File: src/rtl/bin2bcd_seq.sv
// Sequential double-dabble converter: turns a W-bit unsigned value into packed BCD,
// one bit per clock, and reports how many significant decimal digits the result has.
module bin2bcd_seq #(
  parameter int W      = 256,
  parameter int DIGITS = 78,
  parameter int CW     = 9
) (
  input  logic                  clk,
  input  logic                  reset,
  input  logic                  start,
  input  logic [W-1:0]          bin_in,
  output logic                  busy,
  output logic                  ready,
  output logic [4*DIGITS-1:0]   bcd_out,
  output logic [6:0]            digit_count
);

  localparam int BW = 4 * DIGITS;

  typedef enum logic [1:0] {
    IDLE = 2'd0,
    CONV = 2'd1,
    DONE = 2'd2
  } state_t;

  state_t          state_r;
  logic [W-1:0]    bin_r;
  logic [BW-1:0]   scr_r;
  logic [CW-1:0]   cnt_r;

  logic [BW-2:0]   adj_s;
  logic [BW-1:0]   scr_next_s;
  logic [W-1:0]    bin_next_s;
  logic            last_s;
  logic [6:0]      nd_s;

  // The top digit's adjusted MSB is always shifted out, so only its low 3 bits are kept
  // (adding 3 mod 8 gives the same low bits as the 4-bit add).
  function automatic logic [BW-2:0] add3_all(input logic [BW-1:0] v);
    logic [BW-2:0] r;
    r = '0;
    for (int d = 0; d < DIGITS - 1; d++) begin
      r[4*d +: 4] = (v[4*d +: 4] >= 4'd5) ? (v[4*d +: 4] + 4'd3) : v[4*d +: 4];
    end
    r[BW-2 -: 3] = (v[BW-1 -: 4] >= 4'd5) ? 3'(v[BW-2 -: 3] + 3'd3) : v[BW-2 -: 3];
    return r;
  endfunction

  function automatic logic [6:0] sig_digits(input logic [BW-1:0] v);
    logic [6:0] n;
    n = 7'd1;
    for (int d = 0; d < DIGITS; d++) begin
      if (v[4*d +: 4] != 4'd0) begin
        n = 7'(d + 1);
      end else begin
        n = n;
      end
    end
    return n;
  endfunction

  // Next-iteration datapath: add-3 correction, then shift {scratch, binary} left by one.
  always_comb begin
    adj_s      = add3_all(scr_r);
    scr_next_s = {adj_s, bin_r[W-1]};
    bin_next_s = {bin_r[W-2:0], 1'b0};
    last_s     = (cnt_r == CW'(W - 1));
    nd_s       = sig_digits(scr_next_s);
  end

  // Control FSM and registered outputs; results are published only on the final iteration.
  always_ff @(posedge clk) begin
    if (!reset) begin
      state_r     <= IDLE;
      bin_r       <= '0;
      scr_r       <= '0;
      cnt_r       <= '0;
      busy        <= 1'b0;
      ready       <= 1'b0;
      bcd_out     <= '0;
      digit_count <= 7'd0;
    end else begin
      case (state_r)
        IDLE, DONE: begin
          if (start) begin
            bin_r   <= bin_in;
            scr_r   <= '0;
            cnt_r   <= '0;
            busy    <= 1'b1;
            ready   <= 1'b0;
            state_r <= CONV;
          end else begin
            state_r <= state_r;
          end
        end
        CONV: begin
          scr_r <= scr_next_s;
          bin_r <= bin_next_s;
          cnt_r <= cnt_r + CW'(1);
          if (last_s) begin
            bcd_out     <= scr_next_s;
            digit_count <= nd_s;
            busy        <= 1'b0;
            ready       <= 1'b1;
            state_r     <= DONE;
          end else begin
            state_r <= CONV;
          end
        end
        default: begin
          state_r <= IDLE;
          busy    <= 1'b0;
          ready   <= 1'b0;
        end
      endcase
    end
  end

endmodule

File: config.mk
export PLATFORM = sky130hd
export DESIGN_NAME = bin2bcd_seq
export DESIGN_NICKNAME = d
export VERILOG_FILES = /design/src/rtl/bin2bcd_seq.sv
export SDC_FILE = /design/constraint.sdc
export NUM_CORES = 2
export LEC_CHECK = 0
export ABC_CLOCK_PERIOD_IN_PS = 4350
export BUFFER_PORTS_ARGS = -buffer_cell sky130_fd_sc_hd__buf_4
export CAP_MARGIN = 20
export CORE_MARGIN = 5
export CORE_UTILIZATION = 30
export DETAILED_ROUTE_END_ITERATION = 8
export PLACE_DENSITY = 0.52
export SLEW_MARGIN = 20
export SYNTH_ARGS = -nofsm -noshare
export SYNTH_HDL_FRONTEND = slang
export SYNTH_SLANG_ARGS = --single-unit
export TNS_END_PERCENT = 30
File: constraint.sdc
create_clock -name clk -period 4.35 [get_ports clk]
set_clock_uncertainty 0.05 [all_clocks]
set_input_delay 0.87 -clock clk [delete_from_list [all_inputs] [get_ports clk]]
set_output_delay 0.87 -clock clk [all_outputs]
set_load 0.1 [all_outputs]
-- Yosys cells after proc, flatten, opt, wreduce, memory -nomap -nowiden
Index checks and enable logic that the tools add are counted.
- register bits: 900
- output and inout port bits: 321
- word-level logic and storage cells: 423
- add/sub/neg operators: 79
- $lt $le $gt $ge: 78
- equality and inequality tests: 5
- muxes and demuxes: 170
- reductions and logical operators: 83
- operators with widths (kind ; count):
    $pmux 312 s2 ; 1
    $mux 7 ; 76
    $pmux 256 s2 ; 1
    $ge 4x3->1 const B ; 78
    $mux 312 ; 1
    $add 4x2->4 const B ; 77
    $mux 4 ; 77
    $reduce_bool 4->1 ; 77
    $mux 256 ; 1
    $pmux 9 s2 ; 1
    $add 9x1->9 const B ; 1
    $eq 9x8->1 const B ; 1
    $mux 9 ; 1
    $mux 2 ; 3
    $reduce_and 2->1 ; 3
    $mux 1 ; 4
    $ne 2x2->1 const B ; 2
    $pmux 1 s2 ; 2
    $pmux 2 s2 ; 1
    $add 3x2->3 const B ; 1
    $mux 3 ; 1
    $eq 2x1->1 const B ; 1
    $eq 2x2->1 const B ; 1
    $logic_not 2->1 ; 1
    other kinds (2) ; 2

-- Depth between registers and ports, before layout
- depth after elaboration: 80
- gate-level depth with buffers: 11

-- Worst setup path before layout
Ideal clock, no wire load.
- kind: reg-to-reg
- from: register scr_r[137]
- to: register digit_count[4]
- library setup time: 0.067 ns
- arrival: 3.080 ns
- required time: 4.233 ns
- slack: 1.153 ns
- stages on the path, launching flop included: 12
- buffers on the path: 0
- cells stage by stage: dfxtp_1 > inv_1 > ha_1 > nand2b_2 > a21oi_4 > mux2i_1 > or4b_4 > or4_4 > or3_4 > a311o_1 > a31o_1 > a21boi_2
- word-level cells in the longest chain between the ends: 47
- ends and longest elaborated chain (element ; RTL line ; source):
    start, declared ; 28 ; logic [BW-1:0] scr_r;
    start signal, assigned ; 97 ; scr_r <= scr_next_s;
    $add 4x2->4 / $ge 4x3->1 (equally long branches) ; 43 ; r[4*d +: 4] = (v[4*d +: 4] >= 4'd5) ? (v[4*d +: 4] + 4'd3) : v[4*d +: 4];
    $mux 4 (*) ; 43 ;
    $reduce_bool 4->1 ; 53 ; if (v[4*d +: 4] != 4'd0) begin
    $mux 7 ; 53 ;
    $mux 7 (*) (43 in a row) ; 53 ;
    end signal, assigned ; 102 ; digit_count <= nd_s;
    end, declared ; 15 ; output logic [6:0] digit_count
Every way passes the cells marked *; elsewhere a longest branch is shown, timed or not.
A chain may end at the register's enable or synchronous reset.

-- Worst setup path in the final report
- from: register scr_r[80]
- to: register digit_count[0]
- word-level cells in the longest chain between the ends: 61
- ends and longest elaborated chain (element ; RTL line):
    $add 4x2->4 / $ge 4x3->1 (equally long branches) ; 43
    $mux 4 (*) ; 43
    $reduce_bool 4->1 ; 53
    $mux 7 ; 53
    $mux 7 (*) (57 in a row) ; 53
Marks and branches as above.

==> flow_summary.ini <==
[status]
status = finished, final reports clean

[timing]
finalCritPeriodShare = 0.891
finalHoldViolations = 0
setup_tns_ps = 0
slew_headroom = 0.317
fin_ws_ps = 474
worst_slew_pin_slew_ps = 1020
fmax_mhz = 258
rsz0062_at_grt = no
finalMaxSlewViolations = 0
final-setup-viol-count = 0
min_period_ps = 3880

[synthesis]
synth_top_area_share = 0.415
syn_area_per_cell_um2 = 8.53
netlist_area_mm2 = 0.0434
synth_seq_cells = 900
synth_area_leaders = dfxtp_1 42%, a21boi_0 8.0%, a22oi_1 7.5%
yosysSeqAreaShare = 0.415
syn_nets = 5507
synth_cell_types = 68
ys_warn_count = 0
postSynth.asyncResetShare = 0
synth_top_area_cell = dfxtp_1
netlist_instances = 5090
synth_edf_count = 0
synth_ff_type = dfxtp_1

[critical_path]
cp-start-kind = register
critPathMaxFanout = 5
crit_chain = inv_1 -> ha_1 -> nand2b_1 -> a21oi_1 -> mux2i_1 -> or4b_2 -> o21bai_1 -> a2111oi_0 -> o221ai_1 -> o21ai_1 -> a211oi_1
path_class = register to register
slowest_delay_ps = 730
arrival_ps = 4400
cp_num_buf_inv = 1
cp_slowest_cell = or4b_2
path_delay_family = compound AO/OA/AOI/OAI gates
crit_required_ps = 4870
worst_setup_path_end_kind = register

[clock_tree]
cts-root-buf = clkbuf_16
cts.path.max_buffers = 3
insertion_delay_ps = 710
ctsHtreeMaxLevel = 3
cts_tree = built
cts.clk_slew.worst_paths_ps = 60
clock_sinks = 900
cts_buffers = 104

[floorplanning]
io_pins = 580
coreArea_mm2 = 0.144
die_area_mm2 = 0.152
die_w_um = 390
initial_core_util = 0.302
die_y_um = 390
fp-row-count = 139

[detailed_routing]
routedWlPerCell_um = 18.5
num_vias = 37374
drtAntennaViolNets = 0
vias_per_cell = 4.99
routed_wirelength_mm = 139
drc = 0
drtIter0Drc = 2378
drtPass1Iterations = 7

[global_route]
grt_antenna_before_repair = 3
grt_max_degree = 213
grt_overflow = 0
grt.total_usage = 0.174
grt_pass1_wl_mm = 214
grt_pass1_vias = 36220

[placement]
dp_slack_ps = 197
dpl.hpwl_mm = 94.8
gp_congestion = 0.793
portBuffers = 579

[layout]
nets = 5920
fill_cells = 14764
layout-drive-gt1-share = 0.157
layout_common_cells = 900 x dfxtp_1, 791 x nand2_1, 623 x buf_4
final_common_cell = dfxtp_1
syn2layout_area_growth_pct = 22.5

[pwr]
ir_drop_uv = 276
p_per_area_mw_per_mm2 = 354
p_leak_nw = 20.8

[flow_run]
maxCapViolations = 0

[min_path]
hold_path.class = primary input to register
per-stage QoR:
step	hold slack (ps)	instances	total power [mW]	area (um^2)	util
after global placement	400	7300	9.86	49600	0.345
final	408	7492	18.8	53200	0.370
after global routing	370	7490	19.6	53100	0.370
after floorplan	394	5090	9.36	43400	-
after detailed placement	406	7300	9.87	49600	0.345
after CTS	318	7490	19.1	53100	0.370
logic make-up after synthesis:
logic type	Yosys count	synth area share
muxes	79	0.0189
buffers and inverters	499	0.0436
AOI/OAI and AO/OA	1565	0.249
xor gates and xnor gates	96	0.0194
and+or+nand+nor	1793	0.209
adders and majority gates	158	0.0456
DFF	900	0.415
worst min-delay path, cell delays in order:
cell and delay [ps]:
buf_4 80, a22oi_1 70, nor2b_1 110
synth_stat cells (6+ instances only):
cell,number
a21boi_0,461
nor3b_1,148
inv_1,164
a2111oi_0,6
a21oi_1,187
mux2i_1,54
nor4b_1,25
nand3_1,91
o211a_1,106
a22oi_1,432
ha_1,158
o21ai_0,320
xnor2_1,96
clkbuf_1,318
o211ai_1,7
mux2_2,25
nor3_1,91
nor4_1,20
nand2b_1,133
nand4_1,28
nand2_1,792
nor2b_1,187
buf_1,15
nor2_1,127
dfxtp_1,900
and2_1,101
or4b_2,13
state kept, by name, indices dropped and copies added, names as in the netlist:
| register | flops |
|---|---|
| bcd_out | 312 |
| scr_r | 312 |
| bin_r | 256 |
| cnt_r | 9 |
| digit_count | 7 |
| state_r | 2 |
| busy | 1 |
| ready | 1 |
path summary, 6_finish.rpt:
path | from | endpoint | slack, ps | depth (start not counted)
max | scr_r[80] | digit_count[0] | 470 | 11
max reg2reg | scr_r[80] | digit_count[0] | 470 | 11
min reg2reg | bin_r[77] | bin_r[77] | 410 | 2
min | bin_in[0] | bin_r[0] | 410 | 3
layer usage:
| metal | track usage | vias to the layer above | routed length, um |
|---|---|---|---|
| li1 | - | 18719 | - |
| met1 | 0.229 | 17681 | 63800 |
| met2 | 0.275 | 813 | 61100 |
| met3 | 0.0586 | 157 | 11000 |
| met4 | 0.0464 | 4 | 3040 |
| met5 | 0 | - | 33 |
report_power, final:
part           switching [mW]  internal [mW]  leakage [nW]
clock                    3.72           5.42          1.75
sequential             0.0947           8.42          7.29
combinational           0.717          0.439          11.7
layout make-up:
class                      instances  area (um^2)  share of cell area
clock inverter                    39          509             0.00958
multi-input combinational       3691        23500               0.443
clock buffer                     151         3030              0.0570
antenna                            2         5.00           0.0000942
tap                             1903         2380              0.0448
timing repair buffer             642         5050              0.0951
sequential                       900        18000               0.339
inverter                         164          616              0.0116
what timing repair did:
| action | in CTS | in global routing |
|---|---|---|
| hold buffers | 0 | 0 |
| gates resized for setup | 0 | 1 |
| endpoints found under the setup margin | 0 | 1 |
| buffers inserted | 0 | 0 |
Power figures use the tool's default switching activity.
